File: src/rtl/frame_render_sequencer.sv
// Per-frame sequencer: accepts a frame descriptor, optionally clears the framebuffer,
// launches render_pipeline once per object, then requests a display buffer swap.
module frame_render_sequencer #(
    parameter int MAX_OBJECTS     = 1024,
    parameter int OBJ_IDX_WIDTH   = $clog2(MAX_OBJECTS),
    parameter int WATCHDOG_CYCLES = 1048576,
    parameter int WDT_WIDTH       = $clog2(WATCHDOG_CYCLES) + 1
) (
    input  logic                     clk,
    input  logic                     rst,
    input  logic                     i_frame_valid,
    output logic                     o_frame_ready,
    input  logic [OBJ_IDX_WIDTH:0]   i_num_objects,
    input  logic                     i_clear_en,
    output logic                     o_clear_start,
    input  logic                     i_clear_done,
    input  logic                     i_pipeline_ready,
    output logic                     o_obj_start,
    output logic [OBJ_IDX_WIDTH-1:0] o_obj_idx,
    input  logic                     i_pipeline_finished,
    output logic                     o_swap_req,
    input  logic                     i_swap_ack,
    output logic                     o_busy,
    output logic                     o_frame_done,
    output logic                     o_timeout,
    output logic [OBJ_IDX_WIDTH:0]   o_objects_rendered
);

    typedef enum logic [2:0] {IDLE, CLEAR, LAUNCH, RENDER, SWAP, DONE} state_t;

    localparam logic [OBJ_IDX_WIDTH:0] MAX_CNT  = (OBJ_IDX_WIDTH + 1)'(MAX_OBJECTS);
    localparam logic [WDT_WIDTH-1:0]   WDT_LAST = WDT_WIDTH'(WATCHDOG_CYCLES - 1);

    state_t                   state_q, state_d;
    logic [OBJ_IDX_WIDTH:0]   count_q, count_d;
    logic [OBJ_IDX_WIDTH-1:0] idx_q, idx_d;
    logic [OBJ_IDX_WIDTH:0]   rendered_q, rendered_d;
    logic [WDT_WIDTH-1:0]     wdt_q, wdt_d;
    logic                     frame_ready_q, frame_ready_d;
    logic                     clear_start_q, clear_start_d;
    logic                     obj_start_q, obj_start_d;
    logic                     swap_req_q, swap_req_d;
    logic                     busy_q, busy_d;
    logic                     frame_done_q, frame_done_d;
    logic                     timeout_q, timeout_d;

    logic [OBJ_IDX_WIDTH:0]   num_clamped;
    logic                     last_obj;
    logic                     waiting;

    always_comb begin
        state_d       = state_q;
        count_d       = count_q;
        idx_d         = idx_q;
        rendered_d    = rendered_q;
        frame_ready_d = frame_ready_q;
        clear_start_d = 1'b0;
        obj_start_d   = 1'b0;
        swap_req_d    = swap_req_q;
        frame_done_d  = 1'b0;
        timeout_d     = timeout_q;

        num_clamped = (i_num_objects > MAX_CNT) ? MAX_CNT : i_num_objects;
        last_obj    = ({1'b0, idx_q} == (count_q - 1'b1));
        waiting     = (state_q == CLEAR) || (state_q == LAUNCH) ||
                      (state_q == RENDER) || (state_q == SWAP);

        case (state_q)
            IDLE: begin
                if (i_frame_valid && frame_ready_q) begin
                    count_d       = num_clamped;
                    idx_d         = '0;
                    rendered_d    = '0;
                    timeout_d     = 1'b0;
                    frame_ready_d = 1'b0;
                    if (i_clear_en) begin
                        state_d       = CLEAR;
                        clear_start_d = 1'b1;
                    end else if (num_clamped == '0) begin
                        state_d    = SWAP;
                        swap_req_d = 1'b1;
                    end else begin
                        state_d = LAUNCH;
                    end
                end
            end
            CLEAR: begin
                if (i_clear_done) begin
                    if (count_q == '0) begin
                        state_d    = SWAP;
                        swap_req_d = 1'b1;
                    end else begin
                        state_d = LAUNCH;
                    end
                end
            end
            LAUNCH: begin
                if (i_pipeline_ready) begin
                    state_d     = RENDER;
                    obj_start_d = 1'b1;
                end
            end
            RENDER: begin
                // A finish coincident with our own start pulse belongs to the previous job
                if (i_pipeline_finished && !obj_start_q) begin
                    rendered_d = rendered_q + 1'b1;
                    if (last_obj) begin
                        state_d    = SWAP;
                        swap_req_d = 1'b1;
                    end else begin
                        idx_d   = idx_q + 1'b1;
                        state_d = LAUNCH;
                    end
                end
            end
            SWAP: begin
                if (i_swap_ack) begin
                    swap_req_d   = 1'b0;
                    state_d      = DONE;
                    frame_done_d = 1'b1;
                end
            end
            DONE: begin
                state_d       = IDLE;
                frame_ready_d = 1'b1;
            end
            default: begin
                state_d       = IDLE;
                frame_ready_d = 1'b1;
                swap_req_d    = 1'b0;
            end
        endcase

        // Watchdog only fires when no legitimate progress happened this cycle
        if (waiting && (state_d == state_q) && (wdt_q == WDT_LAST)) begin
            state_d      = DONE;
            timeout_d    = 1'b1;
            swap_req_d   = 1'b0;
            frame_done_d = 1'b1;
        end

        wdt_d  = (!waiting || (state_d != state_q)) ? '0 : wdt_q + 1'b1;
        busy_d = (state_d != IDLE);
    end

    always_ff @(posedge clk) begin
        if (rst) begin
            state_q       <= IDLE;
            count_q       <= '0;
            idx_q         <= '0;
            rendered_q    <= '0;
            wdt_q         <= '0;
            frame_ready_q <= 1'b1;
            clear_start_q <= 1'b0;
            obj_start_q   <= 1'b0;
            swap_req_q    <= 1'b0;
            busy_q        <= 1'b0;
            frame_done_q  <= 1'b0;
            timeout_q     <= 1'b0;
        end else begin
            state_q       <= state_d;
            count_q       <= count_d;
            idx_q         <= idx_d;
            rendered_q    <= rendered_d;
            wdt_q         <= wdt_d;
            frame_ready_q <= frame_ready_d;
            clear_start_q <= clear_start_d;
            obj_start_q   <= obj_start_d;
            swap_req_q    <= swap_req_d;
            busy_q        <= busy_d;
            frame_done_q  <= frame_done_d;
            timeout_q     <= timeout_d;
        end
    end

    assign o_frame_ready      = frame_ready_q;
    assign o_clear_start      = clear_start_q;
    assign o_obj_start        = obj_start_q;
    assign o_obj_idx          = idx_q;
    assign o_swap_req         = swap_req_q;
    assign o_busy             = busy_q;
    assign o_frame_done       = frame_done_q;
    assign o_timeout          = timeout_q;
    assign o_objects_rendered = rendered_q;

endmodule

File: config.mk
export PLATFORM = sky130hd
export DESIGN_NAME = frame_render_sequencer
export DESIGN_NICKNAME = d
export VERILOG_FILES = /design/src/rtl/frame_render_sequencer.sv
export SDC_FILE = /design/constraint.sdc
export NUM_CORES = 1
export LEC_CHECK = 0
export ABC_CLOCK_PERIOD_IN_PS = 8750
export CORE_MARGIN = 3
export CORE_UTILIZATION = 59
export CTS_CLUSTER_DIAMETER = 60
export CTS_CLUSTER_SIZE = 10
export DETAILED_ROUTE_END_ITERATION = 8
export GPL_TIMING_DRIVEN = 0
export PLACE_DENSITY = 0.93
export SETUP_SLACK_MARGIN = 0.2
export SYNTH_ARGS = -nofsm -noshare
export SYNTH_HDL_FRONTEND = slang
export SYNTH_SLANG_ARGS = --single-unit
File: constraint.sdc
create_clock -name clk -period 8.75 [get_ports clk]
set_clock_uncertainty 0.2 [all_clocks]
set_input_delay 1.75 -clock clk [delete_from_list [all_inputs] [get_ports clk]]
set_output_delay 1.75 -clock clk [all_outputs]
set_load 0.02 [all_outputs]
==> qor.yml, run 1 <==
run_status:
  status: "complete, no violations"
min_path:
  hold_depth: 1
  holdPathEnd: "wdt_q[0]$_SDFF_PP0_"
  hp-start: "wdt_q[0]$_SDFF_PP0_"
  hold_path.class: "reg -> reg"
critical_path:
  path_class: "in -> reg"
  required_ps: 8830
  reg2reg_slack_ps: 5550
  critPathLaunchType: "primary input"
  reg2regPathDepth: 9
  worstPathMaxFanout: 10
  critPathCaptureType: "register"
  r2r-start: "count_q[0]$_SDFFE_PP0P_"
  critPathArrivalTime_ps: 4110
  reg2reg_to: "o_swap_req$_SDFFE_PP0P_"
layout:
  num-fill-cells: 374
  drive_gt1_share_pct: 9.40
  final_common_cell: "dfxtp_1"
  final_cell_mix: "dfxtp_1, nor2_1, clkdlybuf4s50_1"
  nets: 465
  areaGrowthSynthToFinish_pct: 23.3
  n_antenna_cell: 0
pwr:
  ir_drop_uv: 114
  intPower_w: 0.000514
  p_clk_share_pct: 40.5
  seq_power_share_pct: 42.7
  switching_share_pct: 27.8
  total_power_w: 0.000711
  combPwrFrac_pct: 16.8
  power_density_mw_per_mm2: 177
  power.leakage_nw: 1.43
  p_sw_w: 0.000197
sta:
  slew_violations: 0
  period_share_pct: 46.1
  hold_violations: 0
  finalWorstSetupSlack_ps: 4720
  whs_ps: 249
  rsz0062_at_grt: "no"
  max_slew_margin_pct: 19.2
  fmax_ghz: 0.248
  worst_pin_slew_ps: 1200
  tns_ps: 0
  layout_min_cycle_time_ps: 4030
  setup_violations: 0
placement:
  dp_slack_ps: 4450
  dp_hpwl_mm: 5.48
  port_buffers: 45
  gp_congestion: 0.894
clock_tree:
  cts_tree: "built"
  post_cts_resize_count: 0
  clock_path_buffers: 2
  cts.sinks: 63
  post_cts_buffers: 0
  h-tree-depth: 3
  clkTransAtPathRegs_ps: 80
  cts-root-buf: "clkbuf_8"
  cts_made_buffers: 9
  hold_buffers: 0
  worstSkewPairLatency_ps: 340
synthesis:
  syn-num-nets: 409
  synth.cell_area_mm2: 0.00326
  ys_seq_elements: 63
  synth_cells: 386
  yosys_warnings: 0
  synth_ff_type: "dfxtp_1"
  synth-seq-area-share_pct: 38.7
  syn_area_per_cell_um2: 8.45
  synth_edf_count: 0
  netlist-cell-type-count: 64
  async_flop_share_pct: 0
routing:
  via_per_inst: 5.88
  drtAntennaViolNets: 0
  drt_iter0_drc: 191
  vias: 3040
  wl_per_cell_um: 15.4
  wirelength_mm: 7.95
  drt_first_pass_iters: 5
  drc: 0
grt:
  grt-ovfl-total: 0
  busiest_layer: "met2"
  grt_antenna_before_repair: 0
  grt_pass1_vias: 2821
  grt_max_degree: 12
  grt_pass1_wl_mm: 13.0
  grt_util_met2_pct: 42.1
  track_usage_pct: 25.8
  grt_use_met3_pct: 6.73
  met1_usage_pct: 32.7
die:
  die_x_um: 80.4
  fp-row-count: 26
  start_util_pct: 62.3
  die_h_um: 80.4
  core_area_mm2: 0.00524
  die_area_mm2: 0.00646
  boundaryPins: 47
run:
  drv_cap: 0
registers in the layout, indices dropped and copies added, names as in the netlist:
signal and cells:
o_obj_start 1, state_q 3, o_timeout 1, wdt_q 21, o_frame_ready 1, o_objects_rendered 11
o_busy 1, count_q 11, o_frame_done 1, o_swap_req 1, o_clear_start 1, o_obj_idx 10
worst max-delay path by stage:
stage | start | to | slack (ps)
after CTS | i_frame_valid | wdt_q[3]$_SDFF_PP0_ | 4750
after global placement | i_frame_valid | wdt_q[3]$_SDFF_PP0_ | 4500
final | i_frame_valid | wdt_q[17]$_SDFF_PP0_ | 4720
after detailed placement | i_pipeline_finished | wdt_q[11]$_SDFF_PP0_ | 4450
after global routing | i_frame_valid | wdt_q[9]$_SDFF_PP0_ | 4610
after floorplan | i_pipeline_finished | wdt_q[17]$_SDFF_PP0_ | 5040
worst max-delay path, cell delays in order:
cell and delay (ps):
clkdlybuf4s50_1 550, nand2_1 100, and2b_1 350, a211oi_2 120, o21ai_2 260, a31oi_1 120
or4b_1 530, buf_4 210, nor2_1 120
cells in the mapped netlist (4+ instances only):
master	n	area, µm²
a31oi_1	4	25.0
xor2_1	20	175
ha_1	4	50.1
a211oi_1	4	30.0
nand4_1	9	56.3
or3_1	9	56.3
nor2_1	58	218
nor3_1	9	45.0
a22o_1	8	70.1
dfxtp_1	63	1260
nand2_1	36	135
xnor2_1	18	158
and3_1	5	31.3
a21oi_1	16	80.1
nand3_1	20	100
buf_6	4	45.0
inv_1	12	45.0
nor4_1	4	25.0
o21ai_0	8	40.0
and2_1	4	25.0
clkbuf_1	5	18.8
cells by family (layout without fill, tap and decap cells):
kind of cell | Yosys count | count (layout) | synth area share, %
AND/OR/NAND/NOR | 184 | 184 | 28.9
AO/OA/AOI/OAI | 70 | 70 | 15.9
flip-flops | 63 | 63 | 38.7
XOR/XNOR | 38 | 38 | 10.2
buffers and inverters | 25 | 86 | 4.18
adder cells (fa/ha/maj) | 4 | 4 | 1.53
multiplexers | 2 | 2 | 0.614
layer usage:
| layer | wire, µm | vias to the layer above |
|---|---|---|
| li1 | - | 1484 |
| met1 | 3500 | 1438 |
| met2 | 3930 | 109 |
| met3 | 437 | 9 |
| met4 | 85 | 0 |
| met5 | 0 | - |
stage by stage:
step,std cells,util (%),area (µm²)
after floorplan,386,-,3260
after global placement,501,72.6,3800
after detailed placement,501,72.6,3800
after CTS,517,76.8,4020
after global routing,517,76.8,4020
final,517,76.8,4020
layout make-up:
class | instances | area (µm²) | area share [%]
Buffer | 13 | 91.3 | 2.27
Tap cell | 70 | 87.6 | 2.18
Timing Repair Buffer | 45 | 450 | 11.2
Multi-Input combinational cell | 298 | 1860 | 46.3
Inverter | 12 | 45.0 | 1.12
Sequential cell | 63 | 1260 | 31.4
Clock inverter | 5 | 81.3 | 2.02
Clock buffer | 11 | 141 | 3.51
power by group through the flow:
stage	Clock [W]	Combinational (W)	Sequential, W
floorplan	0	0.0000774	0.000312
global placement	0	0.000112	0.000309
detailed placement	0	0.000116	0.000310
CTS	0.000289	0.000117	0.000303
global route	0.000305	0.000129	0.000304
finish	0.000288	0.000120	0.000303
Power figures use the tool's default switching activity.
==> run 2: changes to the inputs <==
--- a/config.mk
+++ b/config.mk
@@ -5,14 +5,14 @@
 export SDC_FILE = /design/constraint.sdc
 export NUM_CORES = 1
 export LEC_CHECK = 0
-export ABC_CLOCK_PERIOD_IN_PS = 8750
+export ABC_CLOCK_PERIOD_IN_PS = 3500
 export CORE_MARGIN = 3
-export CORE_UTILIZATION = 59
+export CORE_UTILIZATION = 49
 export CTS_CLUSTER_DIAMETER = 60
 export CTS_CLUSTER_SIZE = 10
 export DETAILED_ROUTE_END_ITERATION = 8
 export GPL_TIMING_DRIVEN = 0
-export PLACE_DENSITY = 0.93
+export PLACE_DENSITY = 0.83
 export SETUP_SLACK_MARGIN = 0.2
 export SYNTH_ARGS = -nofsm -noshare
 export SYNTH_HDL_FRONTEND = slang
==> constraint.sdc (replaced) <==
create_clock -name clk -period 3.5 [get_ports clk]
set_clock_uncertainty 0.2 [all_clocks]
set_input_delay 0.7 -clock clk [delete_from_list [all_inputs] [get_ports clk]]
set_output_delay 0.7 -clock clk [all_outputs]
set_load 0.02 [all_outputs]
==> qor.yml, run 2 (synthesis results as in run 1) <==
run_status:
  status: "complete, no violations"
critical_path:
  path_class: "reg -> reg"
  critPathArrivalTime_ps: 3150
  reg2reg_slack_ps: 410
  required_ps: 3560
  worstPathMaxFanout: 8
  critPathCaptureType: "register"
  reg2regPathDepth: 9
  r2r-start: "count_q[0]$_SDFFE_PP0P_"
  reg2reg_to: "o_swap_req$_SDFFE_PP0P_"
  critPathLaunchType: "register"
clock_tree:
  clkTransAtPathRegs_ps: 70
  cts.sinks: 63
  cts_made_buffers: 9
  clock_path_buffers: 2
  worstSkewPairLatency_ps: 340
  h-tree-depth: 3
  cts_tree: "built"
  cts-root-buf: "clkbuf_8"
  hold_buffers: 0
sta:
  rsz0062_at_grt: "no"
  period_share_pct: 88.3
  setup_violations: 0
  tns_ps: 0
  fmax_ghz: 0.324
  slew_violations: 0
  worst_pin_slew_ps: 1190
  max_slew_margin_pct: 20.3
  hold_violations: 0
  finalWorstSetupSlack_ps: 409
  layout_min_cycle_time_ps: 3090
layout:
  num-fill-cells: 532
  final_common_cell: "dfxtp_1"
  fin_area_mm2: 0.00400
  largest_reg_flops: 21
  largest-register: "wdt_q"
  final_cell_mix: "dfxtp_1, nor2_1, clkdlybuf4s50_1"
  final_cell_count_no_fill: 524
  areaGrowthSynthToFinish_pct: 22.7
  drive_gt1_share_pct: 9.17
  n_antenna_cell: 0
  nets: 465
grt:
  track_usage_pct: 21.3
  grt_pass1_wl_mm: 13.0
  grt_pass1_vias: 2826
  grt-ovfl-total: 0
  grt_max_degree: 11
  grt_antenna_before_repair: 0
die:
  fp-row-count: 29
  die_h_um: 87.6
  die_area_mm2: 0.00767
  start_util_pct: 51.1
  core_area_mm2: 0.00639
  boundaryPins: 47
  die_x_um: 87.6
routing:
  wl_per_cell_um: 14.6
  vias: 2999
  drt_first_pass_iters: 7
  drt_iter0_drc: 186
  drc: 0
  via_per_inst: 5.72
  drtAntennaViolNets: 0
  wirelength_mm: 7.67
pwr:
  p_clk_share_pct: 37.3
  p_sw_w: 0.000470
  power.leakage_nw: 1.41
  switching_share_pct: 27.9
  total_power_w: 0.00168
  ir_drop_uv: 320
  combPwrFrac_pct: 17.6
  power_density_mw_per_mm2: 420
  intPower_w: 0.00121
  seq_power_share_pct: 45.1
min_path:
  hold_path.class: "reg -> reg"
  hold_depth: 1
  hp-start: "wdt_q[0]$_SDFF_PP0_"
  holdPathEnd: "wdt_q[0]$_SDFF_PP0_"
placement:
  place_area_mm2: 0.00381
  dp.cells: 508
  port_buffers: 45
  gp_congestion: 0.860
  dp_hpwl_mm: 5.61
  dp_slack_ps: 150
run:
  drv_cap: 0
## run 2: cell types whose count changed in the layout (fill, tap and decap cells not counted)
cell	change
clkbuf_1	+2
bufinv_16	-1
clkinv_4	-1
ha_1	-1
ha_2	+1
## run 2: timing repair
action / in CTS / in global routing
resized for setup: 0 / 1
setup buffers: 0 / 0
setup endpoints to repair: 0 / 1
## run 2: stage by stage
step	hold slack, ps	util, %
after detailed placement	242	59.6
after global placement	222	59.6
final	241	62.7
after CTS	252	62.6
after floorplan	213	-
after global routing	283	62.7
## run 2: area by class of cell
| class | count | area, µm² | area share [%] |
|---|---|---|---|
| inverter | 12 | 45.0 | 1.13 |
| clock inverter | 3 | 42.5 | 1.06 |
| timing repair buffer | 45 | 450 | 11.3 |
| buffer | 13 | 91.3 | 2.28 |
| tap | 77 | 96.3 | 2.41 |
| sequential | 63 | 1260 | 31.5 |
| clock buffer | 13 | 149 | 3.72 |
| multi-input combinational | 298 | 1870 | 46.6 |
## run 2: critical path, stage by stage (launching register included)
cell      delay [ps]
dfxtp_1          370
inv_1            110
ha_2             260
or4b_1           510
nor3_1           210
xor2_1           130
a2111o_1         430
or3_4            370
a21o_1           180
a211oi_1         220
## run 2: power by group through the flow
stage                     clock [W]  combinational (W)  sequential, W
after CTS                  0.000633           0.000294       0.000758
after global routing       0.000673           0.000326       0.000760
after detailed placement          0           0.000292       0.000774
final                      0.000627           0.000297       0.000758
after global placement            0           0.000282       0.000773
after floorplan                   0           0.000194       0.000779
## run 2: how the worst max path moves through the flow
stage	start	to	slack, ps
after floorplan	count_q[0]$_SDFFE_PP0P_	o_swap_req$_SDFFE_PP0P_	740
after global placement	i_frame_valid	wdt_q[2]$_SDFF_PP0_	230
after detailed placement	i_pipeline_finished	wdt_q[13]$_SDFF_PP0_	150
after CTS	count_q[0]$_SDFFE_PP0P_	o_swap_req$_SDFFE_PP0P_	370
after global routing	count_q[0]$_SDFFE_PP0P_	o_swap_req$_SDFFE_PP0P_	270
final	count_q[0]$_SDFFE_PP0P_	o_swap_req$_SDFFE_PP0P_	410
## run 2: metal layers
layer  up-vias  global-route usage, %  part of all wire [%]
met5         -                      0                     0
met1      1413                   26.9                    44
met4         0                   5.72                   1.1
met3        12                   6.40                   6.4
li1       1491                      -                     -
met2        83                   35.5                    49
==> run 3: changes to the inputs <==
--- a/config.mk
+++ b/config.mk
@@ -8,7 +8,7 @@
 export ABC_CLOCK_PERIOD_IN_PS = 3500
 export CORE_MARGIN = 3
 export CORE_UTILIZATION = 49
-export CTS_CLUSTER_DIAMETER = 60
+export CTS_CLUSTER_DIAMETER = 200
 export CTS_CLUSTER_SIZE = 10
 export DETAILED_ROUTE_END_ITERATION = 8
 export GPL_TIMING_DRIVEN = 0
==> results of run 3 <==
Same layout as run 2: the final DEF is identical, and so are final timing and power.
